===== config.mk =====
export PLATFORM = sky130hd
export DESIGN_NAME = lsu_ctrl_flat
export DESIGN_NICKNAME = d
export VERILOG_FILES = /design/src/rtl/lsu_ctrl_if.sv /design/src/rtl/lsu_ctrl.sv /design/src/flat_wrapper.sv
export SDC_FILE = /design/constraint.sdc
export NUM_CORES = 1
export LEC_CHECK = 0
export BUFFER_PORTS_ARGS = -buffer_cell sky130_fd_sc_hd__clkbuf_2
export CAP_MARGIN = 25
export CORE_AREA = 2 2 157 159
export CTS_CLUSTER_DIAMETER = 80
export DETAILED_ROUTE_END_ITERATION = 8
export DIE_AREA = 0 0 159 161
export PLACE_DENSITY = 0.74
export SETUP_SLACK_MARGIN = 0.15
export SYNTH_ARGS = -nofsm -noshare
export SYNTH_HDL_FRONTEND = slang
export SYNTH_SLANG_ARGS = --single-unit

===== constraint.sdc =====
create_clock -name clk -period 5.5 [get_ports clk]
set_input_delay 0.825 -clock clk [delete_from_list [all_inputs] [get_ports clk]]
set_output_delay 0.825 -clock clk [all_outputs]
set_load 0.03 [all_outputs]

===== src/rtl/lsu_ctrl_if.sv =====
`default_nettype none
// ============================================================================
// Module      : lsu_ctrl_if
// Description : Bundles the three port groups of the load/store initiator:
//               the pipeline request channel (req_*), the response channel
//               (resp_*) and the 64-bit data memory port (mem_*).
//               master : the load/store unit itself (initiator on mem_*).
//               slave  : the environment (pipeline + memory).
// Revision    : 1.0 - initial release
// ============================================================================
interface lsu_ctrl_if;
  // Pipeline request channel
  logic        req_valid;
  logic        req_ready;
  logic        req_wen;
  logic [1:0]  req_size;
  logic        req_unsigned;
  logic [63:0] req_addr;
  logic [63:0] req_wdata;
  // Response channel
  logic        resp_valid;
  logic        resp_ready;
  logic [63:0] resp_rdata;
  logic        resp_err;
  // Data memory port
  logic        mem_ena;
  logic        mem_wen;
  logic [3:0]  mem_mask;
  logic [63:0] mem_addr;
  logic [63:0] mem_wdata;
  logic [63:0] mem_rdata;

  modport master (
    input  req_valid, req_wen, req_size, req_unsigned, req_addr, req_wdata,
    output req_ready,
    output resp_valid, resp_rdata, resp_err,
    input  resp_ready,
    output mem_ena, mem_wen, mem_mask, mem_addr, mem_wdata,
    input  mem_rdata
  );

  modport slave (
    output req_valid, req_wen, req_size, req_unsigned, req_addr, req_wdata,
    input  req_ready,
    input  resp_valid, resp_rdata, resp_err,
    output resp_ready,
    input  mem_ena, mem_wen, mem_mask, mem_addr, mem_wdata,
    output mem_rdata
  );
endinterface
`default_nettype wire


===== src/rtl/lsu_ctrl.sv =====
`default_nettype none
// ============================================================================
// Module      : lsu_ctrl
// Description : Load/store initiator between the execute stage and a 64-bit
//               data memory port. Accepts one request at a time, drives the
//               memory port for MEM_LAT+1 cycles, positions store data in its
//               byte lane, extracts/extends load data and returns it through
//               a valid/ready response.
// Ports       : clk, rst (sync, active high)
//               bus.req_*  : request in  (valid/ready, wen, size, unsigned,
//                            addr, wdata)
//               bus.resp_* : response out (valid/ready, rdata, err)
//               bus.mem_*  : memory port (ena, wen, one-hot mask, addr,
//                            wdata, rdata)
// Parameters  : MEM_LAT (0..15) extra cycles the port is held before sampling
// Options     : `define LSU_MISALIGN_TRAP_EN to trap misaligned requests with
//               resp_err instead of silently aligning the address.
// Revision    : 1.0 - initial release
// ============================================================================
module lsu_ctrl #(
  parameter int unsigned MEM_LAT = 0
) (
  input  wire logic  clk,
  input  wire logic  rst,
  lsu_ctrl_if.master bus
);

  typedef enum logic [1:0] {
    IDLE  = 2'd0,
    ISSUE = 2'd1,
    WAIT  = 2'd2,
    RESP  = 2'd3
  } state_t;

  localparam logic [3:0] c_LAT = 4'(MEM_LAT);

  state_t      r_state,      w_state_nxt;
  logic [3:0]  r_cnt,        w_cnt_nxt;
  logic        r_wen,        w_wen_nxt;
  logic [1:0]  r_size,       w_size_nxt;
  logic        r_uns,        w_uns_nxt;
  logic        r_mem_ena,    w_mem_ena_nxt;
  logic        r_mem_wen,    w_mem_wen_nxt;
  logic [3:0]  r_mem_mask,   w_mem_mask_nxt;
  logic [63:0] r_mem_addr,   w_mem_addr_nxt;
  logic [63:0] r_mem_wdata,  w_mem_wdata_nxt;
  logic        r_resp_valid, w_resp_valid_nxt;
  logic [63:0] r_resp_rdata, w_resp_rdata_nxt;
  logic        r_resp_err,   w_resp_err_nxt;

  logic [2:0]  w_lowmask;
  logic [63:0] w_iss_addr;
  logic [63:0] w_lane_wdata;
  logic [63:0] w_sh;
  logic [63:0] w_ld;
  logic        w_sample;
  logic        w_trap;

  // Address bits that must be zero for a naturally aligned access.
  always_comb begin
    unique case (bus.req_size)
      2'd0:    w_lowmask = 3'b000;
      2'd1:    w_lowmask = 3'b001;
      2'd2:    w_lowmask = 3'b011;
      default: w_lowmask = 3'b111;
    endcase
  end

  // Aligned requests are unchanged; misaligned ones only reach issue in the
  // non-trapping build, where the offending low bits are dropped.
  assign w_iss_addr   = {bus.req_addr[63:3], bus.req_addr[2:0] & ~w_lowmask};
  assign w_lane_wdata = bus.req_wdata << {w_iss_addr[2:0], 3'b000};

`ifdef LSU_MISALIGN_TRAP_EN
  assign w_trap = |(bus.req_addr[2:0] & w_lowmask);
`else
  assign w_trap = 1'b0;
`endif

  // Load extraction: bring the addressed lane down to bit 0, then extend.
  assign w_sh = bus.mem_rdata >> {r_mem_addr[2:0], 3'b000};

  always_comb begin
    unique case (r_size)
      2'd0:    w_ld = r_uns ? {56'd0, w_sh[7:0]}  : {{56{w_sh[7]}},  w_sh[7:0]};
      2'd1:    w_ld = r_uns ? {48'd0, w_sh[15:0]} : {{48{w_sh[15]}}, w_sh[15:0]};
      2'd2:    w_ld = r_uns ? {32'd0, w_sh[31:0]} : {{32{w_sh[31]}}, w_sh[31:0]};
      default: w_ld = w_sh;
    endcase
  end

  // The read data is captured in the last cycle the port is held.
  assign w_sample = ((r_state == ISSUE) && (MEM_LAT == 0)) ||
                    ((r_state == WAIT)  && (r_cnt == 4'd1));

  always_comb begin
    w_state_nxt      = r_state;
    w_cnt_nxt        = r_cnt;
    w_wen_nxt        = r_wen;
    w_size_nxt       = r_size;
    w_uns_nxt        = r_uns;
    w_mem_ena_nxt    = r_mem_ena;
    w_mem_wen_nxt    = r_mem_wen;
    w_mem_mask_nxt   = r_mem_mask;
    w_mem_addr_nxt   = r_mem_addr;
    w_mem_wdata_nxt  = r_mem_wdata;
    w_resp_valid_nxt = r_resp_valid;
    w_resp_rdata_nxt = r_resp_rdata;
    w_resp_err_nxt   = r_resp_err;

    case (r_state)
      IDLE: begin
        if (bus.req_valid) begin
          w_wen_nxt  = bus.req_wen;
          w_size_nxt = bus.req_size;
          w_uns_nxt  = bus.req_unsigned;
          if (w_trap) begin
            // Misaligned access never touches memory.
            w_state_nxt      = RESP;
            w_resp_valid_nxt = 1'b1;
            w_resp_rdata_nxt = '0;
            w_resp_err_nxt   = 1'b1;
          end else begin
            w_state_nxt     = ISSUE;
            w_mem_ena_nxt   = 1'b1;
            w_mem_wen_nxt   = bus.req_wen;
            w_mem_mask_nxt  = 4'b1000 >> bus.req_size;
            w_mem_addr_nxt  = w_iss_addr;
            w_mem_wdata_nxt = w_lane_wdata;
          end
        end
      end
      ISSUE: begin
        w_cnt_nxt   = c_LAT;
        w_state_nxt = WAIT;
      end
      WAIT: begin
        w_cnt_nxt = r_cnt - 4'd1;
      end
      RESP: begin
        if (bus.resp_ready) begin
          w_resp_valid_nxt = 1'b0;
          w_state_nxt      = IDLE;
        end
      end
      default: w_state_nxt = IDLE;
    endcase

    // Mask/addr/wdata intentionally keep their last values after release.
    if (w_sample) begin
      w_state_nxt      = RESP;
      w_mem_ena_nxt    = 1'b0;
      w_mem_wen_nxt    = 1'b0;
      w_resp_valid_nxt = 1'b1;
      w_resp_rdata_nxt = r_wen ? 64'd0 : w_ld;
      w_resp_err_nxt   = 1'b0;
    end
  end

  always_ff @(posedge clk) begin
    if (rst) begin
      r_state      <= IDLE;
      r_cnt        <= '0;
      r_wen        <= 1'b0;
      r_size       <= '0;
      r_uns        <= 1'b0;
      r_mem_ena    <= 1'b0;
      r_mem_wen    <= 1'b0;
      r_mem_mask   <= '0;
      r_mem_addr   <= '0;
      r_mem_wdata  <= '0;
      r_resp_valid <= 1'b0;
      r_resp_rdata <= '0;
      r_resp_err   <= 1'b0;
    end else begin
      r_state      <= w_state_nxt;
      r_cnt        <= w_cnt_nxt;
      r_wen        <= w_wen_nxt;
      r_size       <= w_size_nxt;
      r_uns        <= w_uns_nxt;
      r_mem_ena    <= w_mem_ena_nxt;
      r_mem_wen    <= w_mem_wen_nxt;
      r_mem_mask   <= w_mem_mask_nxt;
      r_mem_addr   <= w_mem_addr_nxt;
      r_mem_wdata  <= w_mem_wdata_nxt;
      r_resp_valid <= w_resp_valid_nxt;
      r_resp_rdata <= w_resp_rdata_nxt;
      r_resp_err   <= w_resp_err_nxt;
    end
  end

  assign bus.req_ready  = (r_state == IDLE) & ~rst;
  assign bus.mem_ena    = r_mem_ena;
  assign bus.mem_wen    = r_mem_wen;
  assign bus.mem_mask   = r_mem_mask;
  assign bus.mem_addr   = r_mem_addr;
  assign bus.mem_wdata  = r_mem_wdata;
  assign bus.resp_valid = r_resp_valid;
  assign bus.resp_rdata = r_resp_rdata;
  // Only ever set by the trapping build; constant zero otherwise.
  assign bus.resp_err   = r_resp_err;

endmodule
`default_nettype wire


===== src/flat_wrapper.sv =====
// flat-port wrapper written by rule: the top's interface ports become plain ports
module lsu_ctrl_flat 
#(
  parameter int unsigned MEM_LAT = 0
)
  (clk, rst, bus_req_valid, bus_req_wen, bus_req_size, bus_req_unsigned, bus_req_addr, bus_req_wdata, bus_req_ready, bus_resp_valid, bus_resp_rdata, bus_resp_err, bus_resp_ready, bus_mem_ena, bus_mem_wen, bus_mem_mask, bus_mem_addr, bus_mem_wdata, bus_mem_rdata);
  lsu_ctrl_if bus_i ();
  input  wire logic clk;
  input  wire logic rst;
  input wire logic [$bits(bus_i.req_valid)-1:0] bus_req_valid;
  input wire logic [$bits(bus_i.req_wen)-1:0] bus_req_wen;
  input wire logic [$bits(bus_i.req_size)-1:0] bus_req_size;
  input wire logic [$bits(bus_i.req_unsigned)-1:0] bus_req_unsigned;
  input wire logic [$bits(bus_i.req_addr)-1:0] bus_req_addr;
  input wire logic [$bits(bus_i.req_wdata)-1:0] bus_req_wdata;
  output wire logic [$bits(bus_i.req_ready)-1:0] bus_req_ready;
  output wire logic [$bits(bus_i.resp_valid)-1:0] bus_resp_valid;
  output wire logic [$bits(bus_i.resp_rdata)-1:0] bus_resp_rdata;
  output wire logic [$bits(bus_i.resp_err)-1:0] bus_resp_err;
  input wire logic [$bits(bus_i.resp_ready)-1:0] bus_resp_ready;
  output wire logic [$bits(bus_i.mem_ena)-1:0] bus_mem_ena;
  output wire logic [$bits(bus_i.mem_wen)-1:0] bus_mem_wen;
  output wire logic [$bits(bus_i.mem_mask)-1:0] bus_mem_mask;
  output wire logic [$bits(bus_i.mem_addr)-1:0] bus_mem_addr;
  output wire logic [$bits(bus_i.mem_wdata)-1:0] bus_mem_wdata;
  input wire logic [$bits(bus_i.mem_rdata)-1:0] bus_mem_rdata;
  assign bus_i.req_valid = bus_req_valid;
  assign bus_i.req_wen = bus_req_wen;
  assign bus_i.req_size = bus_req_size;
  assign bus_i.req_unsigned = bus_req_unsigned;
  assign bus_i.req_addr = bus_req_addr;
  assign bus_i.req_wdata = bus_req_wdata;
  assign bus_req_ready = bus_i.req_ready;
  assign bus_resp_valid = bus_i.resp_valid;
  assign bus_resp_rdata = bus_i.resp_rdata;
  assign bus_resp_err = bus_i.resp_err;
  assign bus_i.resp_ready = bus_resp_ready;
  assign bus_mem_ena = bus_i.mem_ena;
  assign bus_mem_wen = bus_i.mem_wen;
  assign bus_mem_mask = bus_i.mem_mask;
  assign bus_mem_addr = bus_i.mem_addr;
  assign bus_mem_wdata = bus_i.mem_wdata;
  assign bus_i.mem_rdata = bus_mem_rdata;
  lsu_ctrl #(.MEM_LAT(MEM_LAT)) u_core (.clk(clk), .rst(rst), .bus(bus_i));
endmodule

* Yosys cells after proc, flatten, opt, wreduce, memory -nomap -nowiden
Index checks and enable logic that the tools add are counted.
** Cells by class
- Equal/unequal tests :: 10
- Bitwise logic cells :: 4
- $add $sub $neg :: 1
- Mux-type cells :: 14
- Shift-type cells :: 3
- Reductions and logical operators :: 13
** Operator list (number)
- $mux W64 :: 4
- $pmux W64 S3 :: 1
- $shl A64 B6 Y64 :: 1
- $shr A64 B6 Y64 :: 1
- $pmux W3 S3 :: 1
- $eq A2 B2 Y1 const B :: 4
- $pmux W4 S2 :: 1
- $eq A2 B1 Y1 const B :: 3
- $logic_not A2 Y1 :: 3
- $mux W2 :: 3
- $ne A3 B2 Y1 const B :: 2
- $pmux W2 S3 :: 1
- $reduce_bool A2 Y1 :: 3
- $eq A4 B1 Y1 const B :: 1
- $reduce_and A2 Y1 :: 2
- $reduce_bool A4 Y1 :: 1
- $shr A4 B2 Y4 const A :: 1
- $sub A4 B1 Y4 const B :: 1
- $and A3 B3 Y3 :: 1
- $mux W1 :: 3
- $not A3 Y3 :: 1
- $reduce_and A3 Y1 :: 1
- $reduce_or A2 Y1 :: 1
- $and A1 B1 Y1 :: 1
- 3 further kinds :: 3
** Storage, ports and cells
- Logic and storage cells :: 57
- Flip-flop bits (word level) :: 209
- Input bits :: 200

* Logic depth before layout (Yosys ltp)
Gate-level depths: netlist (run 1).
- Depth in word-level cells :: 5
- Mapped depth :: 9

* Least setup slack after synthesis (run 1)
No wires, ideal clock.
- Path kind :: in2out
- Start point :: input port rst
- End point :: output port bus_req_ready
- Stages on the path :: 3
- Arrival time :: 1685 ps
- Setup slack :: 2990 ps
- Cells stage by stage :: clkbuf_1 > clkbuf_1 > nor2b_1
** Between the ends
- Longest elaborated chain between the ends :: 2
** RTL lines
- start, declared :: RTL line flat_wrapper.sv:9 : input wire logic rst;
- $not A1 Y1 :: RTL line lsu_ctrl.sv:192 : assign bus.req_ready = (r_state == IDLE) & ~rst;
- $and A1 B1 Y1 :: RTL line lsu_ctrl.sv:192
- end, declared :: RTL line flat_wrapper.sv:16 : output wire logic [$bits(bus_i.req_ready)-1:0] bus_req_ready;
Every way passes these cells.

* Worst setup path after layout (run 1)
- Start point :: register u_core.r_mem_addr[1] (netlist: u_core.bus.mem_addr[1])
- End point :: register u_core.r_resp_rdata[41] (netlist: u_core.bus.resp_rdata[41])
** Between the ends
- Longest elaborated chain between the ends :: 4
- Elaborated cells between the ends (all ways) :: 6
- Classes of those cells :: 1 x shift; 5 x mux
** RTL lines
- start, declared :: RTL line lsu_ctrl.sv:45 : logic [63:0] r_mem_addr, w_mem_addr_nxt;
- start signal, assigned :: RTL line lsu_ctrl.sv:184 : r_mem_addr <= w_mem_addr_nxt;
- $shr A64 B6 Y64 (*) :: RTL line lsu_ctrl.sv:81 : assign w_sh = bus.mem_rdata >> {r_mem_addr[2:0], 3'b000};
- $mux W64, on equally long branches :: RTL line lsu_ctrl.sv:87, lsu_ctrl.sv:85, lsu_ctrl.sv:86
- $pmux W64 S3 (*) :: RTL line lsu_ctrl.sv:84 : unique case (r_size)
- $mux W64 (*) :: RTL line lsu_ctrl.sv:155 : w_resp_rdata_nxt = r_wen ? 64'd0 : w_ld;
- end signal, assigned :: RTL line lsu_ctrl.sv:187 : r_resp_rdata <= w_resp_rdata_nxt;
- end, declared :: RTL line lsu_ctrl.sv:48 : logic [63:0] r_resp_rdata, w_resp_rdata_nxt;
Mark *: on every way between the ends. The rest lies on a longest branch, timed or not.
A chain may end at the register's enable or synchronous reset.

==> results of run 1 <==
==> cell type report <==
type,instances,area (sq um)
Timing Repair Buffer,415,2130
Antenna cell,1,2.50
Clock buffer,36,674
Tap cell,324,405
Multi-Input combinational cell,918,6360
Sequential cell,209,4190
Fill cell,2191,10100
Clock inverter,4,45.0
Inverter,12,45.0
==> where the power goes <==
group / total (mW) / internal, mW / switching, mW
Combinational: 2.03 / 0.647 / 1.39
Sequential: 1.94 / 1.77 / 0.180
Clock: 1.50 / 0.882 / 0.619
==> through the flow <==
stage / hold WS, ns / instances
2_1_floorplan: 0.440 / 1253
3_3_place_gp: 0.441 / 1876
3_5_place_dp: 0.445 / 1877
4_1_cts: 0.454 / 1917
5_1_grt: 0.473 / 1918
6_report: 0.453 / 1919
==> layout by cell type, fill, tap and decap left out, drive strengths merged, types with 9 or more instances in the layout <==
cell type    n
clkbuf     434
nand2      244
dfxtp      209
a21oi      135
nor2       108
mux2i       62
mux4        52
a22oi       46
o21ai       44
a211oi      36
a221o       24
nor3        20
buf         17
nand3       15
o22ai       12
inv         11
a221oi      10
nor2b        9
a31oi        9
==> state kept, by name, indices dropped and copies added (netlist names) <==
| signal | flops |
|---|---|
| u_core.bus.mem_addr | 64 |
| u_core.bus.mem_wdata | 64 |
| u_core.bus.resp_rdata | 64 |
| u_core.bus.mem_mask | 4 |
| u_core.r_cnt | 4 |
| u_core.r_size | 2 |
| u_core.r_state | 2 |
| u_core.bus.mem_ena | 1 |
| u_core.bus.mem_wen | 1 |
| u_core.bus.resp_valid | 1 |
| u_core.r_uns | 1 |
| u_core.r_wen | 1 |
==> final timing paths <==
check / start / end / slack, ns / cells past startpoint
setup / recovery: u_core.bus.mem_addr[1] / u_core.bus.resp_rdata[41] / 1.85 / 6
hold / removal: u_core.bus.mem_addr[6] / u_core.bus.mem_addr[6] / 0.45 / 2
setup reg to reg: u_core.bus.mem_addr[1] / u_core.bus.resp_rdata[41] / 1.85 / 6
hold reg to reg: u_core.bus.mem_addr[6] / u_core.bus.mem_addr[6] / 0.45 / 2
==> logic make-up (layout without fill, tap and decap cells) <==
kind of cell / Yosys count / after routing / synth area share, %
AO/OA/AOI/OAI: 368 / 368 / 23.5
adder cells (fa/ha/maj): 7 / 7 / 0.793
buffers and inverters: 126 / 467 / 4.99
flip-flops: 209 / 209 / 37.9
multiplexers: 121 / 121 / 17.0
other: 1 / 2 / 0.0339
AND/OR/NAND/NOR: 421 / 421 / 15.8
==> worst reg2reg max path, cell delays in order (launching register included) <==
cell and delay [ns]:
dfxtp_2 0.69, buf_4 0.58, mux2_2 0.42, mux4_2 0.52, a311oi_4 0.65, buf_4 0.49
a211oi_2 0.14
==> routing by layer <==
metal / vias up / GRT usage (%)
met5: - / 0
met4: 0 / 12.4
met3: 139 / 8.09
met2: 661 / 49.8
met1: 5419 / 35.8
li1: 5256 / -
==> out/results.ini, run 1 <==
[grt]
grt_pass1_vias = 10900
grt_pass1_wl_microns = 61100
grt.total_usage_pct = 29.5
antenna_found_initial = 1
grt_max_degree = 90
grt_overflow = 0

[placement]
post-place-ws_ns = 1.90
place_area_sq_um = 13100
dp_hpwl_microns = 28900
place.gp.congestion = 0.928
portBuffers = 399

[clock_tree]
htreeDepth = 1
cts_hold_buf = 0
cts.sinks = 209
ctsResizeCount = 0
cts_buffer_depth = 3
clk_latency_ns = 0.51
cts_buffers = 23
cts_tree = built
post_cts_buffers = 0
cts_root_buffer = clkbuf_16
cts.reportedPaths.clkPinSlew_ns = 0.06

[timing]
finalCritPeriodShare_pct = 66.3
worstMarginPinSlew_ns = 1.09
drv_slew = 0
max_freq_mhz = 274
setup_viol = 0
setup-tns-final_ns = 0
skew_ns = 0.0125
min_period_ns = 3.65
relSlewSlack_pct = 27.3
rsz0062_at_grt = false
finalWorstSetupSlack_ns = 1.85
report.final.hold_viol_count = 0

[routing]
num_vias = 11500
first_pass_iters = 5
wl_microns = 39800
first_iter_violations = 1138
routedWlPerCell_microns = 20.7
routed-wl-met3_microns = 4180
ant_nets = 0
drcViolationCount = 0
met1_length_microns = 14900
wl_met2_microns = 18900
vias_per_cell = 5.98
routed.top_layer = met4

[power]
irDropWorstVdd_uv = 350
leakagePower_nw = 5.75
powerDensity_nw_per_um2 = 396
report.power.total_mw = 5.48

[floorplanning]
dieHeight_microns = 161
die-area_sq_um = 25600
start_util_pct = 46.1
io_pins = 401
rows = 57
coreArea_sq_um = 24000
die_w_microns = 159

[worst_setup_path]
cpMostUsedCell = buf_4
path_delay_family = buffers and inverters
crit_path_top_delay_cell = dfxtp_2
crit_chain = buf_4, mux2_2, mux4_2, a311oi_4, buf_4, a211oi_2
path_buf_inv = 2
end_kind = flip-flop
path_class = flip-flop to flip-flop
start_kind = flip-flop
worst_ep_required_time_ns = 5.86
critPathMaxFanout = 37
slowest_delay_ns = 0.69
crit_arrival_ns = 4.01

[status]
outcome = complete, no violations

[finish]
drive_gt1_share_pct = 34.4
area_growth_pct = 25.3
final_nets = 1786
finalInstanceArea_sq_um = 13800
fin_util_pct = 57.8

[logic_synthesis]
synth_flop_cell = dfxtp_1
synthMostInstantiatedCell = nand2_1
async_flop_share_pct = 0
syn_nets = 1460
synth_area_leaders = dfxtp_1 (38%), mux4_2 (11%), nand2_1 (8.3%)
yosysUniqueCellTypes = 53
avgSynthCellArea_sq_um = 8.82
synth_top_area_share_pct = 37.9
synth.top_cells.by_count = nand2_1 (244), dfxtp_1 (209), a21oi_1 (134)
syn_inst = 1253
synth_area_sq_um = 11000
yosysTopAreaCell = dfxtp_1
ys_ff_latch = 209
synth_edf_count = 0
ys_warn_count = 0
seq_area_frac_synth_pct = 37.9

[min_path]
hold_class = flip-flop to flip-flop

[job]
cap_violations = 0

Note: power is estimated with default switching activity, not from simulation.
==> run 2: changes to the inputs <==
==> constraint.sdc (replaced) <==
create_clock -name clk -period 3.73 [get_ports clk]
set_input_delay 0.5595 -clock clk [delete_from_list [all_inputs] [get_ports clk]]
set_output_delay 0.5595 -clock clk [all_outputs]
set_load 0.03 [all_outputs]
==> run 2 against run 1 <==
Net effect: first-iteration DRC count down 8.3%; clock power is 77% higher; final cell count grew 0.99%; setup slack worse by 0.84 ns; count of clock-buffer cells in the layout is 2 lower; die area stayed put; non-clock buffer count rose by 14; hold slack worse by 0.20 ns; via count up 0.73%; largest power group unchanged.
==> out/results.ini, run 2 (synthesis gave the netlist of run 1 again) <==
[finish]
stdcell_count = 1938  ; was 1919
layout_common_cells = clkbuf_2 (398), nand2_1 (243), dfxtp_1 (207)  ; unchanged
area_growth_pct = 28.0  ; was 25.3%
final_common_cell = clkbuf_2  ; unchanged
finalInstanceArea_sq_um = 14100  ; was 13800 sq um
drive_gt1_share_pct = 35.4  ; was 34.4%
final_nets = 1801  ; was 1786

[placement]
place_area_sq_um = 13200  ; was 13100 sq um
post-place-ws_ns = 0.878  ; was 1.90 ns
dp_hpwl_microns = 29100  ; was 28900 microns
place.gp.congestion = 0.942  ; was 0.928
dpl.cell_count = 1891  ; was 1877
portBuffers = 399  ; unchanged

[worst_setup_path]
path_class = flip-flop to output port  ; was flip-flop to flip-flop
end_kind = output port  ; was flip-flop
crit_arrival_ns = 2.15  ; was 4.01 ns
ff2ff_path_depth = 8  ; was 6
regToRegSetupSlack_ns = 1.08  ; was 1.85 ns
start_kind = flip-flop  ; unchanged
slowest_delay_ns = 0.76  ; was 0.69 ns
worst_ep_required_time_ns = 3.17  ; was 5.86 ns
crit_path_top_delay_cell = dfxtp_2  ; unchanged
r2r_end = u_core.bus.resp_rdata[9]  ; was u_core.bus.resp_rdata[41]
timing.rr.start = u_core.r_state[0]  ; was u_core.bus.mem_addr[1]
crit_chain = buf_4, clkbuf_2  ; was buf_4, mux2_2, mux4_2, a311oi_4, buf_4, a211oi_2
critPathMaxFanout = 37  ; unchanged

[routing]
vias_per_cell = 5.96  ; was 5.98
first_pass_iters = 6  ; was 5
num_vias = 11600  ; was 11500
routed.top_layer = met4  ; unchanged
routed-wl-met3_microns = 4040  ; was 4180 microns
first_iter_violations = 1044  ; was 1138
met1_length_microns = 14600  ; was 14900 microns
routedWlPerCell_microns = 20.6  ; was 20.7 microns
ant_nets = 0  ; unchanged
drcViolationCount = 0  ; unchanged
wl_microns = 39900  ; was 39800 microns
wl_met2_microns = 19400  ; was 18900 microns

[power]
irDropWorstVdd_uv = 342  ; was 350 uV
leakagePower_nw = 5.91  ; was 5.75 nW
powerDensity_nw_per_um2 = 605  ; was 396 nW/um^2
report.power.total_mw = 8.56  ; was 5.48 mW

[timing]
report.final.hold_viol_count = 0  ; unchanged
finalCritPeriodShare_pct = 72.7
max_freq_mhz = 369
finalWorstSetupSlack_ns = 1.02  ; was 1.85 ns
setup-tns-final_ns = 0  ; unchanged
relSlewSlack_pct = 27.9  ; was 27.3%
min_period_ns = 2.71
rsz0062_at_grt = false  ; unchanged
worstMarginPinSlew_ns = 1.08  ; was 1.09 ns
setup_viol = 0  ; unchanged
drv_slew = 0  ; unchanged
skew_ns = 0.00960  ; was 0.0125 ns

[clock_tree]
cts_hold_buf = 0  ; unchanged
cts.sinks = 209  ; unchanged
post_cts_buffers = 0  ; unchanged
cts_buffer_depth = 3  ; unchanged
cts_buffers = 24  ; was 23
clk_latency_ns = 0.52  ; was 0.51 ns
cts_root_buffer = clkbuf_16  ; unchanged
htreeDepth = 1  ; unchanged
cts.reportedPaths.clkPinSlew_ns = 0.06  ; about the same
ctsResizeCount = 0  ; unchanged
cts_tree = built  ; unchanged

[grt]
grt_overflow = 0  ; unchanged
grt.total_usage_pct = 29.5  ; about the same
grt_pass1_wl_microns = 60800  ; was 61100 microns
grt_max_degree = 86  ; was 90
grt_pass1_vias = 10800  ; was 10900
antenna_found_initial = 1  ; unchanged

[floorplanning]
die-area_sq_um = 25600  ; unchanged
start_util_pct = 46.1  ; unchanged
rows = 57  ; unchanged
die_w_microns = 159  ; unchanged
dieHeight_microns = 161  ; unchanged
coreArea_sq_um = 24000  ; unchanged
io_pins = 401  ; unchanged

[min_path]
hold_class = input port to flip-flop  ; was flip-flop to flip-flop
hold_depth = 3  ; was 2
min_to = u_core.bus.mem_addr[13]  ; was u_core.bus.mem_addr[6]
worstHoldStart = bus_req_addr[13]  ; was u_core.bus.mem_addr[6]

[job]
cap_violations = 0  ; unchanged

[status]
outcome = complete, no violations  ; unchanged

## run 2: changes by cell type in the layout (fill, tap and decap cells not counted), moves of 2 or more
cell	previous run	this run
buf_4	15	28
clkbuf_1	8	3
bufinv_16	1	5
clkbuf_16	23	25
clkinvlp_4	0	2
## run 2: power breakdown
group          switching (mW)  internal (mW)
logic                    2.06          0.982
clock network           0.970           1.69
registers               0.264           2.60
## run 2: layer usage
layer | GRT usage [%] | vias up
met5 | 0 | -
met4 | 13.6 | 0
met3 | 7.14 | 128
met2 | 50.4 | 732
met1 | 35.2 | 5431
li1 | - | 5268
## run 2: final cells by class
cell class / count / area [sq um]
multi-input combinational: 918 / 6350
clock buffer: 34 / 719
inverter: 12 / 45.0
fill: 2167 / 9820
tap: 324 / 405
clock inverter: 10 / 180
sequential: 209 / 4190
timing repair buffer: 429 / 2250
antenna: 2 / 5.00
## run 2: worst max-delay path, delay by kind of cell (launching register included)
family / cells / cell delay (ns)
buffers and inverters: 2 / 0.86
flip-flops: 1 / 0.76
## run 2: stage by stage
step	hold WS (ns)	util, %
2_1_floorplan	0.440	-
3_5_place_dp	0.445	55.2
3_3_place_gp	0.441	55.1
4_1_cts	0.239	59.0
5_1_grt	0.247	59.0
6_report	0.258	59.0
## run 2: worst max path at each step
stage | start | endpoint | slack [ns] | cells after the start
5_1_grt | u_core.bus.mem_addr[0] | bus_mem_addr[0] | 0.91 | 2
3_3_place_gp | bus_req_size[1] | u_core.bus.mem_wdata[60] | 0.93 | 6
2_1_floorplan | u_core.bus.mem_addr[1] | u_core.bus.resp_rdata[44] | 1.44 | 6
4_1_cts | u_core.bus.mem_addr[0] | bus_mem_addr[0] | 0.99 | 2
6_report | u_core.bus.mem_addr[0] | bus_mem_addr[0] | 1.02 | 2
3_5_place_dp | bus_req_size[1] | u_core.bus.mem_wdata[56] | 0.88 | 6
